`src/rtl/islip_pointer_update_if.sv`:
```
// Handshake/bus bundle for the iSLIP round-robin pointer register.
// master drives grant/load requests; slave returns pointer state and flags.
interface islip_pointer_update_if #(
    parameter int N  = 32,
    parameter int W  = $clog2(N),
    parameter int CW = 16
);
    logic          grant_vld;
    logic [N-1:0]  grant;
    logic          accept;
    logic          iter_first;
    logic          load_vld;
    logic [N-1:0]  load_code;
    logic [N-1:0]  point;
    logic [W-1:0]  point_idx;
    logic          upd_pulse;
    logic          load_done;
    logic          err_grant;
    logic          err_code;
    logic          collide;
    logic [CW-1:0] upd_cnt;

    modport master (
        output grant_vld, grant, accept, iter_first, load_vld, load_code,
        input  point, point_idx, upd_pulse, load_done,
        input  err_grant, err_code, collide, upd_cnt
    );

    modport slave (
        input  grant_vld, grant, accept, iter_first, load_vld, load_code,
        output point, point_idx, upd_pulse, load_done,
        output err_grant, err_code, collide, upd_cnt
    );
endinterface

```
`src/rtl/islip_pointer_update.sv`:
```
// Registered one-hot round-robin pointer for one iSLIP arbiter,
// advanced by accepted first-iteration grants or loaded from a mask code.
module islip_pointer_update #(
    parameter int N  = 32,
    parameter int W  = $clog2(N),
    parameter int CW = 16
) (
    input logic clk,
    input logic rst,
    islip_pointer_update_if.slave bus
);
    logic          qual;
    logic          grant_ok;
    logic          code_ok;
    logic [W-1:0]  grant_idx;
    logic [W-1:0]  next_idx;
    logic [W-1:0]  code_pop;
    logic [N-1:0]  rot_point;
    logic [N-1:0]  dec_point;

    assign qual = bus.grant_vld & bus.accept & bus.iter_first;

    assign grant_ok = (bus.grant != '0)
                    && ((bus.grant & (bus.grant - N'(1))) == '0);

    // Legal code is 2^p-1 with the top bit clear.
    assign code_ok = ((bus.load_code & (bus.load_code + N'(1))) == '0)
                   && !bus.load_code[N-1];

    assign rot_point = {bus.grant[N-2:0], bus.grant[N-1]};

    assign dec_point = {bus.load_code[N-2:0] & ~bus.load_code[N-1:1],
                        ~bus.load_code[0]};

    always_comb begin
        grant_idx = '0;
        code_pop  = '0;
        for (int i = 0; i < N; i++) begin
            if (bus.grant[i])
                grant_idx = W'(i);
            if (bus.load_code[i])
                code_pop = code_pop + W'(1);
        end
    end

    assign next_idx = (grant_idx == W'(N-1)) ? '0 : grant_idx + W'(1);

    always_ff @(posedge clk) begin
        if (rst) begin
            bus.point     <= N'(1);
            bus.point_idx <= '0;
            bus.upd_pulse <= 1'b0;
            bus.load_done <= 1'b0;
            bus.collide   <= 1'b0;
            bus.err_grant <= 1'b0;
            bus.err_code  <= 1'b0;
            bus.upd_cnt   <= '0;
        end else begin
            bus.upd_pulse <= 1'b0;
            bus.load_done <= 1'b0;
            bus.collide   <= bus.load_vld & qual;
            // Load wins over a coincident grant; the grant is dropped.
            if (bus.load_vld) begin
                if (code_ok) begin
                    bus.point     <= dec_point;
                    bus.point_idx <= code_pop;
                    bus.load_done <= 1'b1;
                end else begin
                    bus.err_code  <= 1'b1;
                end
            end else if (qual) begin
                if (grant_ok) begin
                    bus.point     <= rot_point;
                    bus.point_idx <= next_idx;
                    bus.upd_pulse <= 1'b1;
                    if (bus.upd_cnt != '1)
                        bus.upd_cnt <= bus.upd_cnt + CW'(1);
                end else begin
                    bus.err_grant <= 1'b1;
                end
            end
        end
    end
endmodule

```
`src/flat_wrapper.sv`:
```
// flat-port wrapper written by rule: the top's interface ports become plain ports
module islip_pointer_update_flat 
#(
    parameter int N  = 32,
    parameter int W  = $clog2(N),
    parameter int CW = 16
)
  (clk, rst, bus_grant_vld, bus_grant, bus_accept, bus_iter_first, bus_load_vld, bus_load_code, bus_point, bus_point_idx, bus_upd_pulse, bus_load_done, bus_err_grant, bus_err_code, bus_collide, bus_upd_cnt);
  islip_pointer_update_if #(.N(N), .W(W), .CW(CW)) bus_i ();
  input logic clk;
  input logic rst;
  input wire logic [$bits(bus_i.grant_vld)-1:0] bus_grant_vld;
  input wire logic [$bits(bus_i.grant)-1:0] bus_grant;
  input wire logic [$bits(bus_i.accept)-1:0] bus_accept;
  input wire logic [$bits(bus_i.iter_first)-1:0] bus_iter_first;
  input wire logic [$bits(bus_i.load_vld)-1:0] bus_load_vld;
  input wire logic [$bits(bus_i.load_code)-1:0] bus_load_code;
  output wire logic [$bits(bus_i.point)-1:0] bus_point;
  output wire logic [$bits(bus_i.point_idx)-1:0] bus_point_idx;
  output wire logic [$bits(bus_i.upd_pulse)-1:0] bus_upd_pulse;
  output wire logic [$bits(bus_i.load_done)-1:0] bus_load_done;
  output wire logic [$bits(bus_i.err_grant)-1:0] bus_err_grant;
  output wire logic [$bits(bus_i.err_code)-1:0] bus_err_code;
  output wire logic [$bits(bus_i.collide)-1:0] bus_collide;
  output wire logic [$bits(bus_i.upd_cnt)-1:0] bus_upd_cnt;
  assign bus_i.grant_vld = bus_grant_vld;
  assign bus_i.grant = bus_grant;
  assign bus_i.accept = bus_accept;
  assign bus_i.iter_first = bus_iter_first;
  assign bus_i.load_vld = bus_load_vld;
  assign bus_i.load_code = bus_load_code;
  assign bus_point = bus_i.point;
  assign bus_point_idx = bus_i.point_idx;
  assign bus_upd_pulse = bus_i.upd_pulse;
  assign bus_load_done = bus_i.load_done;
  assign bus_err_grant = bus_i.err_grant;
  assign bus_err_code = bus_i.err_code;
  assign bus_collide = bus_i.collide;
  assign bus_upd_cnt = bus_i.upd_cnt;
  islip_pointer_update #(.N(N), .W(W), .CW(CW)) u_core (.clk(clk), .rst(rst), .bus(bus_i));
endmodule
```
`config.mk`:
```
export PLATFORM = sky130hd
export DESIGN_NAME = islip_pointer_update_flat
export DESIGN_NICKNAME = d
export VERILOG_FILES = /design/src/rtl/islip_pointer_update_if.sv /design/src/rtl/islip_pointer_update.sv /design/src/flat_wrapper.sv
export SDC_FILE = /design/constraint.sdc
export NUM_CORES = 1
export LEC_CHECK = 0
export ABC_AREA = 0
export ABC_CLOCK_PERIOD_IN_PS = 26000
export CAP_MARGIN = 25
export CORE_MARGIN = 8
export CORE_UTILIZATION = 35
export CTS_CLUSTER_SIZE = 25
export DETAILED_ROUTE_END_ITERATION = 7
export GPL_TIMING_DRIVEN = 1
export PLACE_DENSITY_LB_ADDON = 0.2
export SLEW_MARGIN = 25
export SYNTH_ARGS = -nofsm -noshare
export SYNTH_HDL_FRONTEND = slang
export SYNTH_SLANG_ARGS = --single-unit
export TNS_END_PERCENT = 1
```
`constraint.sdc`:
```
create_clock -name clk -period 26 [get_ports clk]
set_input_delay 2.6 -clock clk [delete_from_list [all_inputs] [get_ports clk]]
set_output_delay 2.6 -clock clk [all_outputs]
set_load 0.1 [all_outputs]
```
==> out/qor.yml, run 1 <==
min_period_ns: 19.37
hold_violations: 0
htreeDepth: 3
ys_seq_area_share_pct: 14.3
antenna_left: 0
worstReg2RegStart: "u_core.bus.upd_cnt[6]$_SDFFE_PP0P_"
syn-instance-count: 1106
finalNetCount: 1290
finalWirelength_mm: 25.0
cts_resized: 0
syn-cell-area_um2: 8110
cts_root_buf: "clkbuf_16"
viasPerCell: 5.48
required_ns: 26.25
cpMostUsedCell: "ha_1"
syn_to_final_growth_pct: 21.6
overflow: 0
final.period_utilization_pct: 74.5
synth_top_area_cell: "dfxtp_1"
ctsHoldBuffers: 0
slew_headroom_pct: 31.9
slew_viol_final: 0
track_usage_pct: 17.2
final_cell_mix: "125 x nand2_1, 125 x clkdlybuf4s50_1, 119 x nor2_1, 77 x xnor2_1, 71 x a21oi_1"
max_freq_ghz: 0.0516
crit_arrival_ns: 19.62
wl_per_cell_um: 17.0
drtPass1Iterations: 5
ioPinCount: 128
design.core.area_um2: 22700
first_iter_violations: 563
dp.final_hpwl_mm: 19.8
hold_end: "u_core.bus.err_code$_SDFFE_PP0P_"
grt_pass1_vias: 7610
syn_area_per_cell_um2: 7.33
clkTransAtPathRegs_ns: 0.06
gp_congestion: 0.874
via_count: 8078
die_w_um: 168
grt_pass1_wl_mm: 40.2
multi_input_area_um2: 6500
setup_tns_ns: 0
synth_cell_types: 90
cp.buffers_inverters: 3
die_area_um2: 28300
crit_family: "compound AO/OA/AOI/OAI gates"
num-fill-cells: 2332
cts_buffers: 9
antenna_found_initial: 2
synthFlopType: "dfxtp_1"
crit_type: "input pin to flip-flop"
post_synth_main_area_contributors: "dfxtp_1 14%, xnor2_1 8.3%, ha_1 5.9%"
r2r_setup_slack_ns: 23.26
io_buffers: 127
grt_max_degree: 58
outcome: "finished, final reports clean"
drive_above_1_share_pct: 7.00
r2r_cells: 10
hold_depth: 2
clock-sinks: 58
synthesis.nets: 1214
clock_path_buffers: 2
max_stage_delay_ns: 0.61
cp_max_fo: 7
yosysWarnings: 0
ff_latch_area_um2: 1160
crit_path_end_kind: "flip-flop"
worst_pin_slew_ns: 1.02
start_util_pct: 35.7
slowest_stage: "clkdlybuf4s50_1"
reg2reg_to: "u_core.bus.upd_cnt[9]$_SDFFE_PP0P_"
drv_cap: 0
hp-class: "flip-flop to flip-flop"
finalSetupViolations: 0
synthArstFlopShare_pct: 0
rsz0062_at_grt: "false"
ys_seq_elements: 58
synth_edf_count: 0
hp-start: "u_core.bus.err_code$_SDFFE_PP0P_"
cts_tree: "done"
fp.dieH_um: 168
whs_ns: 0.472
post-route-drc-count: 0
critPathLaunchType: "input pin"
post_cts_buffers: 0
netlist.area_leader.share_pct: 14.3
skew_ns: 0.00319
clk-insertion-delay-late_ns: 0.33
rows: 55
==> area by class of cell <==
| class | count | share of cell area (%) |
|---|---|---|
| diodes | 2 | 0.0508 |
| inverters | 46 | 1.75 |
| multi-input cells | 934 | 66.0 |
| flip-flops and latches | 58 | 11.8 |
| clock inverters | 4 | 1.00 |
| repair buffers | 133 | 13.3 |
| clock buffers | 11 | 2.56 |
| well taps | 285 | 3.62 |
==> through the flow <==
step	utilization, %	worst slack, ns	area [um2]	instances
6_report	43.4	6.63	9860	1473
2_1_floorplan	-	9.07	8110	1106
4_1_cts	43.4	6.73	9850	1471
3_3_place_gp	41.8	6.94	9500	1456
3_5_place_dp	41.8	6.42	9500	1456
5_1_grt	43.4	5.08	9850	1471
==> worst reg2reg max path: cells and delay by family (launching register included) <==
family             cells  cell delay (ns)
DFF                    1             0.34
and+or+nand+nor        9             2.19
AOI/OAI and AO/OA      1             0.14
==> registers in the layout, indices dropped and copies added (netlist names) <==
register	cells
u_core.bus.collide	1
u_core.bus.err_code	1
u_core.bus.err_grant	1
u_core.bus.load_done	1
u_core.bus.point	32
u_core.bus.point_idx	5
u_core.bus.upd_cnt	16
u_core.bus.upd_pulse	1
==> kinds of logic (layout without fill, tap and decap cells) <==
| family | after synthesis | count (layout) | synth area share [%] |
|---|---|---|---|
| DFF | 58 | 58 | 14.3 |
| AOI/OAI and AO/OA | 281 | 281 | 23.1 |
| muxes | 21 | 21 | 2.65 |
| and+or+nand+nor | 430 | 430 | 25.6 |
| xor gates and xnor gates | 160 | 160 | 22.4 |
| adders and majority gates | 42 | 42 | 6.36 |
| other | 0 | 2 | 0 |
| buffers and inverters | 114 | 194 | 5.62 |
==> synthesized netlist by cell type (all sizes together) (23+ instances only) <==
master	n
nand2	125
nor2	119
xnor2	92
o21ai	74
a21oi	71
xor2	59
dfxtp	58
clkbuf	53
nand3	46
inv	45
ha	38
nor3	23
==> layer usage <==
| layer | global-route usage, % | vias up | routed length (um) | part of all wire (%) |
|---|---|---|---|---|
| met1 | 22.4 | 3751 | 11800 | 47 |
| met3 | 2.62 | 36 | 1130 | 4.5 |
| met2 | 29.0 | 180 | 11600 | 46 |
| li1 | - | 4109 | - | - |
| met4 | 4.62 | 2 | 463 | 1.8 |
| met5 | 0 | - | 11 | 0.044 |
==> worst max path at each step <==
stage          slack [ns]                              endpoint              from  cells past startpoint
6_report             6.63  u_core.bus.point_idx[4]$_SDFFE_PP0P_  bus_load_code[0]                     89
5_1_grt              5.08  u_core.bus.point_idx[4]$_SDFFE_PP0P_  bus_load_code[0]                     89
3_5_place_dp         6.42  u_core.bus.point_idx[4]$_SDFFE_PP0P_  bus_load_code[0]                     90
3_3_place_gp         6.94  u_core.bus.point_idx[4]$_SDFFE_PP0P_  bus_load_code[0]                     90
2_1_floorplan        9.07  u_core.bus.point_idx[4]$_SDFFE_PP0P_  bus_load_code[0]                     90
4_1_cts              6.73  u_core.bus.point_idx[4]$_SDFFE_PP0P_  bus_load_code[0]                     89
Power of run 1 is not shown: default switching activity piles up to over one toggle a cycle in this logic, so the estimate is an artifact.
==> inputs of run 2 (changes only) <==
- ABC_CLOCK_PERIOD_IN_PS: 26000 -> 19700
- clock period: 26 -> 19.7 ns (I/O delays scaled with it)
==> run 2 against run 1 <==
  * Clock skew about the same
  * Setup slack lost 5.2 ns
  * Core utilization fell by 0.072 points
  * Sequential share of layout area is essentially flat
  * Critical path type unchanged
  * Worst hold slack improved by 0.0011 ns
  * Die area unchanged
  * Count of clock-buffer cells in the layout up 1
==> out/qor.yml, run 2 (synthesized netlist as in run 1, its figures left out) <==
hp-class: "flip-flop to flip-flop"
required_ns: 19.95  # -6.30 ns
dp.final_hpwl_mm: 19.8  # -0.30%
slew_headroom_pct: 31.5  # -0.44 points
antenna_left: 0  # unchanged
first_iter_violations: 574  # +2.0%
top_register: "u_core.bus.point"
die_area_um2: 28300  # unchanged
final_cell_mix: "125 x nand2_1, 124 x clkdlybuf4s50_1, 119 x nor2_1, 75 x xnor2_1, 70 x a21oi_1"
reg2reg_to: "u_core.bus.upd_cnt[15]$_SDFFE_PP0P_"
cpMostUsedCell: "ha_1"
r2r_cells: 10  # unchanged
critPathLaunchType: "input pin"
grt_max_degree: 58  # unchanged
grt_pass1_wl_mm: 40.3  # +0.38%
fp.dieH_um: 168  # unchanged
finalNetCount: 1292  # +0.16%
skew_ns: 0.00318  # -0.00000952 ns
final.period_utilization_pct: 92.8
via_count: 8129  # +0.63%
viasPerCell: 5.51  # +0.56%
max_stage_delay_ns: 0.55  # -0.06 ns
clkTransAtPathRegs_ns: 0.05  # about the same
clock_path_buffers: 2  # unchanged
cts_tree: "done"
drtPass1Iterations: 5  # unchanged
grt_pass1_vias: 7541  # -0.91%
slowest_stage: "clkdlybuf4s50_1"
start_util_pct: 35.7  # unchanged
antenna_found_initial: 0  # -2
antennaDiodeCount: 0  # -2
clock-sinks: 58  # unchanged
hold_violations: 0  # unchanged
wl_per_cell_um: 17.0  # +0.11%
crit_family: "compound AO/OA/AOI/OAI gates"
hp-start: "u_core.bus.err_code$_SDFFE_PP0P_"
cp_max_fo: 7  # unchanged
die_w_um: 168  # unchanged
worstReg2RegStart: "u_core.bus.upd_cnt[7]$_SDFFE_PP0P_"
largest_register_ffs: 32  # unchanged
overflow: 0  # unchanged
ctsHoldBuffers: 0  # unchanged
r2r_setup_slack_ns: 17.03  # -6.23 ns
finalSetupViolations: 0  # unchanged
drive_above_1_share_pct: 7.49  # +0.49 points
min_period_ns: 18.27
crit_arrival_ns: 18.52  # -1.10 ns
syn_to_final_growth_pct: 21.4
clk-insertion-delay-late_ns: 0.34  # about the same
cts_buffers: 9  # unchanged
outcome: "finished, final reports clean"
max_freq_ghz: 0.0547
io_buffers: 127  # unchanged
drv_cap: 0  # unchanged
place_ws_ns: 0.892  # -5.53 ns
cts_root_buf: "clkbuf_16"
crit_type: "input pin to flip-flop"
reg.largest.list: "u_core.bus.point (32), u_core.bus.upd_cnt (16), u_core.bus.point_idx (5)"
finalWirelength_mm: 25.1  # +0.18%
num-fill-cells: 2383  # +2.2%
design.core.area_um2: 22700  # unchanged
fin_ws_ns: 1.43  # -5.21 ns
slew_viol_final: 0  # unchanged
track_usage_pct: 17.3  # +0.14 points
hold_depth: 2  # unchanged
cp.buffers_inverters: 4  # +1
worst_pin_slew_ns: 1.02  # +0.00655 ns
htreeDepth: 3  # unchanged
gp_congestion: 0.875  # +0.15%
ioPinCount: 128  # unchanged
hold_end: "u_core.bus.err_code$_SDFFE_PP0P_"
crit_path_end_kind: "flip-flop"
rows: 55  # unchanged
post-route-drc-count: 0  # unchanged
final_common_cell: "nand2_1"
## run 2: tightest hold or removal path: cells and delay by family (launching register included)
| kind | cells | cell delay [ns] |
|---|---|---|
| flops | 1 | 0.32 |
| simple gates | 1 | 0.07 |
| compound gates | 1 | 0.04 |
## run 2: final cells by class
type	instances	area [um2]	share of cell area (%)
Clock buffer	12	246	2.50
Clock inverter	4	51.3	0.521
Inverter	46	173	1.75
Multi-Input combinational cell	934	6530	66.3
Sequential cell	58	1160	11.8
Tap cell	285	357	3.62
Timing Repair Buffer	135	1330	13.5
## run 2: how the worst max path moves through the flow
stage | end | slack (ns) | from | depth (start not counted)
after floorplan | u_core.bus.point_idx[4]$_SDFFE_PP0P_ | 3.40 | bus_load_code[0] | 90
after global placement | u_core.bus.point_idx[4]$_SDFFE_PP0P_ | 1.45 | bus_load_code[0] | 91
after detailed placement | u_core.bus.point_idx[4]$_SDFFE_PP0P_ | 0.89 | bus_load_code[0] | 90
after CTS | u_core.bus.point_idx[4]$_SDFFE_PP0P_ | 1.23 | bus_load_code[0] | 90
after global routing | u_core.bus.point_idx[4]$_SDFFE_PP0P_ | -0.07 | bus_load_code[1] | 91
final | u_core.bus.point_idx[4]$_SDFFE_PP0P_ | 1.43 | bus_load_code[1] | 91
## run 2: what timing repair did
item | in CTS | in global routing
resized for setup | 0 | 7
setup endpoints to repair | 0 | 4
buffers inserted | 0 | 1
## run 2: metal layers
layer  GRT usage (%)  routed length (um)
met1            23.1               11900
met2            28.7               11600
met3            2.53                1190
met4            4.50                 374
met5               0                   0
## run 2: per-stage QoR
step | TNS (ns) | area (um2) | utilization, % | hold WS, ns | instances
after floorplan | 0 | 8110 | - | 0.927 | 1106
final | 0 | 9840 | 43.3 | 0.473 | 1474
after detailed placement | 0 | 9510 | 41.9 | 0.465 | 1457
after global placement | 0 | 9510 | 41.9 | 0.450 | 1457
after global routing | -0.0672 | 9840 | 43.3 | 0.522 | 1474
after CTS | 0 | 9810 | 43.2 | 0.477 | 1473
Power of run 2 is left out for the same reason.
